**src/rtl/mem_access_ctrl.sv**
```systemverilog
// mem_access_ctrl: multi-cycle memory access sequencer for the LC-3b datapath.
// Takes one load/store request at a time, drives the word-addressed memory
// port until mem_resp, then formats read data for the MDR with a one-cycle
// load strobe and signals completion with a one-cycle done pulse.
// Optional feature: define MEM_TIMEOUT_EN to abort an access that waits
// TIMEOUT cycles for mem_resp (done with err=1, no MDR load).
module mem_access_ctrl #(
    parameter int width   = 16,
    parameter int TIMEOUT = 64
) (
    input  logic             clk,
    input  logic             rst_n,
    input  logic             req_valid,
    output logic             req_ready,
    input  logic             req_write,
    input  logic             req_byte,
    input  logic [width-1:0] req_addr,
    input  logic [width-1:0] req_wdata,
    output logic [width-1:0] mem_address,
    output logic             mem_read,
    output logic             mem_write,
    output logic [1:0]       mem_wmask,
    output logic [width-1:0] mem_wdata,
    input  logic [width-1:0] mem_rdata,
    input  logic             mem_resp,
    output logic             mdr_load,
    output logic [width-1:0] mdr_d,
    output logic             done,
    output logic             err
);

    typedef enum logic [1:0] {
        IDLE     = 2'd0,
        READ     = 2'd1,
        WRITE    = 2'd2,
        COMPLETE = 2'd3
    } state_t;

    state_t           state;
    state_t           state_nxt;
    logic [width-1:0] addr_q;
    logic [width-1:0] wdata_q;
    logic [1:0]       wmask_q;
    logic             write_q;
    logic             byte_q;
    logic             handshake;
    logic             timeout_hit;
    logic [width-1:0] wdata_fmt;
    logic [7:0]       rbyte;
    logic [width-1:0] rdata_fmt;

    assign handshake = req_valid && req_ready;

`ifdef MEM_TIMEOUT_EN
    localparam int CNT_W = $clog2(TIMEOUT + 1);

    logic [CNT_W-1:0] wait_cnt;
    logic             err_q;

    // Wait counter: cleared when an access starts, counts cycles spent waiting.
    always_ff @(posedge clk or negedge rst_n) begin
        if (!rst_n) begin
            wait_cnt <= '0;
        end else if (handshake) begin
            wait_cnt <= '0;
        end else if (state == READ || state == WRITE) begin
            wait_cnt <= wait_cnt + 1'b1;
        end
    end

    // The limit is reached at the edge that would make the count TIMEOUT;
    // a response arriving at that same edge takes priority over the abort.
    assign timeout_hit = (state == READ || state == WRITE) && !mem_resp &&
                         (wait_cnt == CNT_W'(TIMEOUT - 1));

    // Abort flag: remembers that the current access ended by timeout.
    always_ff @(posedge clk or negedge rst_n) begin
        if (!rst_n) begin
            err_q <= 1'b0;
        end else if (handshake) begin
            err_q <= 1'b0;
        end else if (timeout_hit) begin
            err_q <= 1'b1;
        end
    end

    assign err      = (state == COMPLETE) && err_q;
    assign mdr_load = (state == COMPLETE) && !write_q && !err_q;
`else
    assign timeout_hit = 1'b0;
    assign err         = 1'b0;
    assign mdr_load    = (state == COMPLETE) && !write_q;
`endif

    // State register.
    always_ff @(posedge clk or negedge rst_n) begin
        if (!rst_n) begin
            state <= IDLE;
        end else begin
            // NOTE: non-blocking assignments keep every register sampling the
            // pre-edge values, so ordering between always_ff blocks never matters.
            state <= state_nxt;
        end
    end

    // Next-state decode.
    always_comb begin
        // NOTE: the default assignment up front means no path leaves state_nxt
        // unassigned, which is what prevents a latch from being inferred.
        state_nxt = state;
        case (state)
            IDLE:     if (req_valid) state_nxt = req_write ? WRITE : READ;
            READ:     if (mem_resp || timeout_hit) state_nxt = COMPLETE;
            WRITE:    if (mem_resp || timeout_hit) state_nxt = COMPLETE;
            COMPLETE: state_nxt = IDLE;
            default:  state_nxt = IDLE;
        endcase
    end

    // Store data formatting: a byte store replicates the byte on both lanes.
    always_comb begin
        wdata_fmt = req_wdata;
        if (req_byte) begin
            wdata_fmt[15:0] = {req_wdata[7:0], req_wdata[7:0]};
        end
    end

    // Request capture at the handshake; these registers drive the memory port.
    always_ff @(posedge clk or negedge rst_n) begin
        if (!rst_n) begin
            addr_q  <= '0;
            wdata_q <= '0;
            wmask_q <= 2'b00;
            write_q <= 1'b0;
            byte_q  <= 1'b0;
        end else if (handshake) begin
            addr_q  <= req_addr;
            wdata_q <= wdata_fmt;
            wmask_q <= !req_byte ? 2'b11 : (req_addr[0] ? 2'b10 : 2'b01);
            write_q <= req_write;
            byte_q  <= req_byte;
        end
    end

    // Load data formatting: byte loads pick the lane by addr[0] and sign-extend.
    always_comb begin
        rbyte     = addr_q[0] ? mem_rdata[15:8] : mem_rdata[7:0];
        rdata_fmt = mem_rdata;
        if (byte_q) begin
            rdata_fmt = {{(width - 8){rbyte[7]}}, rbyte};
        end
    end

    // MDR data register: only updated when a read completes.
    always_ff @(posedge clk or negedge rst_n) begin
        if (!rst_n) begin
            mdr_d <= '0;
        end else if (state == READ && mem_resp) begin
            mdr_d <= rdata_fmt;
        end
    end

    // Port outputs are decoded from state or taken straight from registers.
    assign req_ready   = (state == IDLE);
    assign mem_read    = (state == READ);
    assign mem_write   = (state == WRITE);
    assign mem_wmask   = (state == WRITE) ? wmask_q : 2'b00;
    assign mem_address = {addr_q[width-1:1], 1'b0};
    assign mem_wdata   = wdata_q;
    assign done        = (state == COMPLETE);

endmodule

```
**config.mk**
```make
export PLATFORM = sky130hd
export DESIGN_NAME = mem_access_ctrl
export DESIGN_NICKNAME = d
export VERILOG_FILES = /design/src/rtl/mem_access_ctrl.sv
export SDC_FILE = /design/constraint.sdc
export NUM_CORES = 1
export LEC_CHECK = 0
export ABC_AREA = 1
export BUFFER_PORTS_ARGS = -buffer_cell sky130_fd_sc_hd__buf_4
export CAP_MARGIN = 0
export CORE_UTILIZATION = 43
export DETAILED_ROUTE_END_ITERATION = 10
export GPL_TIMING_DRIVEN = 1
export PLACE_DENSITY = 0.76
export SYNTH_ARGS = -nofsm -noshare
export SYNTH_HDL_FRONTEND = slang
export SYNTH_SLANG_ARGS = --single-unit
```
**constraint.sdc**
```tcl
create_clock -name clk -period 1.17 [get_ports clk]
set_input_delay 0.1755 -clock clk [delete_from_list [all_inputs] [get_ports clk]]
set_output_delay 0.1755 -clock clk [all_outputs]
set_load 0.01 [all_outputs]
```
==> impl_results.md, run 1 <==
* CTS max path bufs at 2
* Post-synthesis compound-gate area fraction at 9.27%
* Prevailing post-synth register cell: dfrtp_1
* P_leak at 2.17 nW
* Die span in x at roughly 79 um
* Clock sink total at 54
* CP max FO at 3
* Drt pass-1 iters at 4
* Share of the synthesized area in the top cell type at between 50% and 60%
* Fmax at 706 MHz
* PnR worst setup slack at -247 ps
* Most area-consuming cells after synthesis: dfrtp_1, nand2_1, a21oi_1, buf_4, nor2_1
* P&R area growth vs syn at 71.1%
* Share of cells above drive strength 1 at a little under two thirds
* Worst-Skew Late Latency at between 300 and 400 ps
* Largest stage delay on the critical path at about 450 ps
* Core area at ~5600 um^2
* Critical path buffers and inverters at 3
* Most frequent cell after synthesis: nand2_1
* Commonest cells in the netlist: nand2_1, dfrtp_1, a21oi_1, nor2_1, buf_4
* Reg-to-Reg Start: state[0]
* N_diodes at 0
* CTS tree: built
* Net count reported at finish at 479
* Synth area leader: dfrtp_1
* CTS H-Tree Depth at 2
* EDFF count, synth at 0
* Initial antenna violation count at 0
* PD cells at ~2600 nW/um^2
* Min Tclk post-route at 1420 ps
* Mux share of post-synthesis cell area at 0%
* Simple-gate share of the synthesized area at between 20 and 25%
* Wirelength per Cell at roughly 15 um
* Clk pin slew, worst setup/hold paths at 110 ps
* Status: complete, but fails checks
* Worst setup SP type: flop
* Die Ht at about 79 um
* Adder-cell share of the synthesized area at 2.96%
* Post-synth ARST share at 100%
* I/O pins at between 100 and 150
* GP Congestion at about 0.74
* # setup viols final at 61
* Residual DRC count at 0
* Drt via density at 4.97
* Initial detailed-routing violation count at 140
* Routed Antenna Nets at 0
* Vias in the first global route at roughly 2400
* Maxcap violations at 0
* Worst Hold Slack at between 50 and 60 ps
* Failing checks: setup timing
* Worst vdd ir at around 1.5 mV
* Slew Limit Fails at 0
* Final Hold Viols at 0
* Worst min-delay path startpoint: req_addr[14]
* Die area at 6210 um^2
* GRT overflow at 0
* CTS Buf Count at 5
* GRT Total Usage at between 20% and 30%
* Fin crit share at 121%
* First-pass GRT wire length at 11000 um
* IO Port Bufs at roughly 110
* Synth unique cells at 19
* Crit path kind: flop to primary output
* Seq cells post-synth at between 50 and 60
* Crit path max-delay family: flip-flops
* Required time of the critical path at around 1000 ps
* Setup tns final at -8760 ps
* Slowest-stage cell, CP: dfrtp_2
* Ys Warns at 0
* Post-synthesis cell area at approximately 2500 um^2
* Critical Path End Type: primary output
* Xor/xnor share of the synthesized area at 0%
* Worst Hold Class: primary input to flop
* Via count at roughly 2400
* Drt total wl at 7330 um
* Dpl hpwl at around 4400 um
* Sequential area share after synthesis at a little over half
* Crit. Startpoint: state[0]
* # rows at 27
* Largest family of logic cells by synthesized area: simple AND/OR/NAND/NOR gates
* Starting Density at 45.2%
* Clock skew at roughly 19 ps
* Mapped Cells at ~300
* Unrepaired setup endpoints after global routing: true
* Total power at ~11 mW
* Arr. time, crit path at approximately 1200 ps
* Syn Area/Cell at around 8.3 um^2
* Largest net degree at the start of global routing at 55
* Clock root cell: clkbuf_8
* CP Cell Sequence: buf_6, ha_4, inv_2, nor2_2, buf_4
[sequential cells by signal, indices dropped and copies added (netlist names)]
name       flops
mdr_d         16
byte_q         1
state          2
write_q        1
addr_q        16
wmask_q        2
mem_wdata     16
[cells by family (layout without fill, tap and decap cells)]
kind of cell | count (synthesis) | in the layout
other | 1 | 2
AO/OA/AOI/OAI | 47 | 47
buffers and inverters | 50 | 161
AND/OR/NAND/NOR | 149 | 150
adder cells (fa/ha/maj) | 6 | 6
flip-flops | 54 | 54
[per-stage QoR]
stage | area [um^2] | utilization (%) | setup slack, ps | cells
CTS | 3950 | 70.4 | -236 | 490
detailed placement | 3400 | 60.7 | -123 | 471
global route | 4340 | 77.4 | -272 | 492
global placement | 3400 | 60.7 | -26.8 | 471
floorplan | 2590 | - | -29.9 | 308
finish | 4340 | 77.4 | -247 | 492
[worst paths after layout]
path	endpoint	slack, ps	depth (start not counted)
max	mdr_load	-250	5
min	addr_q[14]	60	3
max reg2reg	wmask_q[0]	-220	9
min reg2reg	addr_q[12]	490	2
max in group asynchronous	state[0]	490	3
min in group asynchronous	mem_wdata[11]	400	3
[area by class of cell]
class	instances	area, um^2
Multi-Input combinational cell	205	1490
Sequential cell	54	1350
Fill cell	363	1270
Timing Repair Buffer	129	1150
Inverter	23	120
Tap cell	72	90.1
Clock buffer	6	82.6
Clock inverter	2	38.8
Timing Repair inverter	1	11.3
[per-layer routing]
| layer | share of wire [%] | GRT usage [%] | vias up |
|---|---|---|---|
| li1 | - | - | 1147 |
| met5 | 0 | 0 | - |
| met1 | 40 | 29.2 | 1197 |
| met3 | 7.0 | 5.17 | 10 |
| met4 | 1.3 | 4.36 | 0 |
| met2 | 51 | 38.5 | 93 |
[cells in the final DEF, fill, tap and decap left out, types with 7 or more instances in the layout]
cell | Yosys | routed
buf_4 | 20 | 104
nand2_1 | 114 | 56
dfrtp_1 | 54 | 53
nand2_2 | 2 | 42
a21oi_2 | 0 | 24
nand2_4 | 1 | 17
buf_6 | 3 | 14
nor2_1 | 31 | 13
inv_1 | 19 | 12
nor2_4 | 0 | 11
buf_12 | 0 | 8
nor2_2 | 0 | 7
a21oi_1 | 34 | 7
o21ai_1 | 3 | 7
[worst register-to-register path, stage by stage (launching register included)]
cell and delay, ps:
dfrtp_2 450, inv_4 100, ha_4 150, buf_6 110, nand2_8 90, inv_12 110, buf_12 110, nand2_4 50
nor2_2 80, nor2_1 50
[report_power, final]
group          switching [mW]  internal [mW]  leakage, nW
sequential              0.761           2.77        0.643
clock                   0.629          0.705       0.0618
combinational            3.22           3.25         1.47
total                    4.61           6.73         2.17
[timing repair]
| item | 4_1_cts | 5_1_grt |
|---|---|---|
| endpoints found under the hold margin | 54 | 0 |
| pin swaps | 16 | 27 |
| gates cloned | 4 | 2 |
| hold buffers | 1 | 0 |
| resized for setup | 64 | 124 |
| buffers inserted | 6 | 3 |
| endpoints found under the setup margin | 61 | 61 |
Note: power is estimated with default switching activity, not from simulation.
==> run 2, diff against run 1 <==
Settings changed: SKIP_LAST_GASP set to 1.
==> impl_results.md, run 2 (synthesis results as in run 1) <==
* Die area at 6210 um^2 (unchanged)
* Drt pass-1 iters at 4 (unchanged)
* Maxcap violations at 0 (unchanged)
* Largest net degree at the start of global routing at 55 (unchanged)
* Clock root cell: clkbuf_8
* Status: complete, but fails checks
* N_diodes at 0 (unchanged)
* CTS Buf Count at 5 (unchanged)
* Final std cells w/o fill at 492 (unchanged)
* Commonest non-fill, non-tap cells in the layout: buf_4, nand2_1, dfrtp_1
* Total power at 11.1 mW (-2.4%)
* Reg2Reg Setup Slack at -220 ps (about the same)
* Clock skew at 15.7 ps (-3.40 ps)
* Dpl hpwl at 4390 um (unchanged)
* CTS H-Tree Depth at 2 (unchanged)
* # setup viols final at 61 (unchanged)
* Min Tclk post-route at 1420 ps (+0.294 ps)
* CTS tree: built
* Net count reported at finish at 479 (unchanged)
* Drt total wl at 7150 um (-2.5%)
* Crit path kind: flop to primary output
* Residual DRC count at 0 (unchanged)
* Failing checks: setup timing
* Critical Path End Type: primary output
* Fmax at 706 MHz (about the same)
* CP Cell Sequence: buf_6, ha_4, inv_2, nor2_2, buf_4
* Share of cells above drive strength 1 at 59.8% (-4.0 points)
* Slowest-stage cell, CP: dfrtp_2
* Worst Hold Class: primary input to flop
* GRT Total Usage at 22.5% (unchanged)
* Die Ht at 78.8 um (unchanged)
* PnR worst setup slack at -247 ps (-0.294 ps)
* Final Hold Viols at 0 (unchanged)
* Worst-Skew Late Latency at 300 ps (about the same)
* Wirelength per Cell at 14.5 um (-2.5%)
* Clk pin slew, worst setup/hold paths at 100 ps (about the same)
* Clock sink total at 54 (unchanged)
* Initial detailed-routing violation count at 131 (-6.4%)
* Die span in x at 78.8 um (unchanged)
* Cell count after placement at 471 (unchanged)
* Leading cell type in the layout, fill and taps excluded: buf_4
* Arr. time, crit path at 1240 ps (about the same)
* Vias in the first global route at 2364 (-0.80%)
* IO Port Bufs at 107 (unchanged)
* PD cells at 2600 nW/um^2 (-0.50%)
* Slew Limit Fails at 0 (unchanged)
* GP Congestion at 0.743 (unchanged)
* Via count at 2426 (-0.86%)
* Starting Density at 45.2% (unchanged)
* Core area at 5610 um^2 (unchanged)
* Worst vdd ir at 1.52 mV (+4.3%)
* Required time of the critical path at 990 ps (about the same)
* Routed Antenna Nets at 0 (unchanged)
* # rows at 27 (unchanged)
* CP max FO at 3 (unchanged)
* Drt via density at 4.93 (-0.86%)
* I/O pins at 110 (unchanged)
* P&R area growth vs syn at 67.8%
* P_leak at 2.18 nW (+0.41%)
* CTS max path bufs at 2 (unchanged)
* Worst setup SP type: flop
* Unrepaired setup endpoints after global routing: true
* Largest stage delay on the critical path at 450 ps (about the same)
* First-pass GRT wire length at 11100 um (+0.56%)
* Fin crit share at 121% (about the same)
* Initial antenna violation count at 0 (unchanged)
* GRT overflow at 0 (unchanged)
## run 2: cell types whose count changed in the layout (fill, tap and decap cells not counted), moves of 2 or more
| cell | previous run | this run |
|---|---|---|
| o21ai_1 | 7 | 5 |
| buf_4 | 104 | 107 |
| a21oi_1 | 7 | 18 |
| nand2_1 | 56 | 62 |
| nand2_2 | 42 | 35 |
| o21ai_0 | 1 | 4 |
| a21oi_4 | 3 | 1 |
| nor2_2 | 7 | 9 |
| a21oi_2 | 24 | 15 |
| buf_6 | 14 | 11 |
| nand2_4 | 17 | 19 |
## run 2: final timing paths
path,start,end,cells after the start
max in group asynchronous,rst_n,state[0],3
worst max register to register,state[0],wmask_q[0],9
worst min register to register,addr_q[12],addr_q[12],2
min in group asynchronous,rst_n,addr_q[9],3
worst max-delay path,state[0],mdr_load,5
worst min-delay path,req_wdata[0],mem_wdata[0],3
## run 2: power by group
group | switching [mW] | internal [mW]
sequential | 0.724 | 2.77
combinational | 3.09 | 3.17
clock | 0.609 | 0.705
total | 4.42 | 6.65
## run 2: what timing repair did
action	in CTS	in global routing
setup buffers	6	2
gates resized for setup	60	100
hold buffers	1	0
endpoints found under the hold margin	54	0
pin swaps	16	27
cloned	4	3
setup endpoints to repair	61	61
## run 2: metal layers
| metal | GRT usage, % | wire, um |
|---|---|---|
| met1 | 29.4 | 2870 |
| met2 | 38.7 | 3660 |
| met3 | 5.29 | 554 |
| met4 | 3.27 | 60 |
| met5 | 0 | 0 |
## run 2: layout make-up
| class | instances | area [um^2] |
|---|---|---|
| Multi-Input combinational cell | 205 | 1410 |
| Tap cell | 72 | 90.1 |
| Timing Repair Buffer | 129 | 1150 |
| Inverter | 23 | 120 |
| Clock buffer | 6 | 82.6 |
| Sequential cell | 54 | 1350 |
| Clock inverter | 2 | 38.8 |
| Timing Repair inverter | 1 | 11.3 |
| Fill cell | 399 | 1350 |
## run 2: per-stage QoR
stage	worst slack [ps]	util, %	TNS [ps]	instance area [um^2]	hold slack, ps
6_report	-247	75.9	-8180	4260	69.9
5_1_grt	-288	75.9	-11180	4260	60.2
4_1_cts	-236	70.1	-9100	3930	56.1
3_5_place_dp	-123	60.7	-1590	3400	179
3_3_place_gp	-26.8	60.7	-138	3400	178
2_1_floorplan	-29.9	-	-967	2590	-120
## run 2: worst max-delay path, delay by kind of cell (launching register included)
kind                     cells  cell delay (ps)
AND/OR/NAND/NOR              1               30
adder cells (fa/ha/maj)      1              150
flip-flops                   1              450
buffers and inverters        3              310
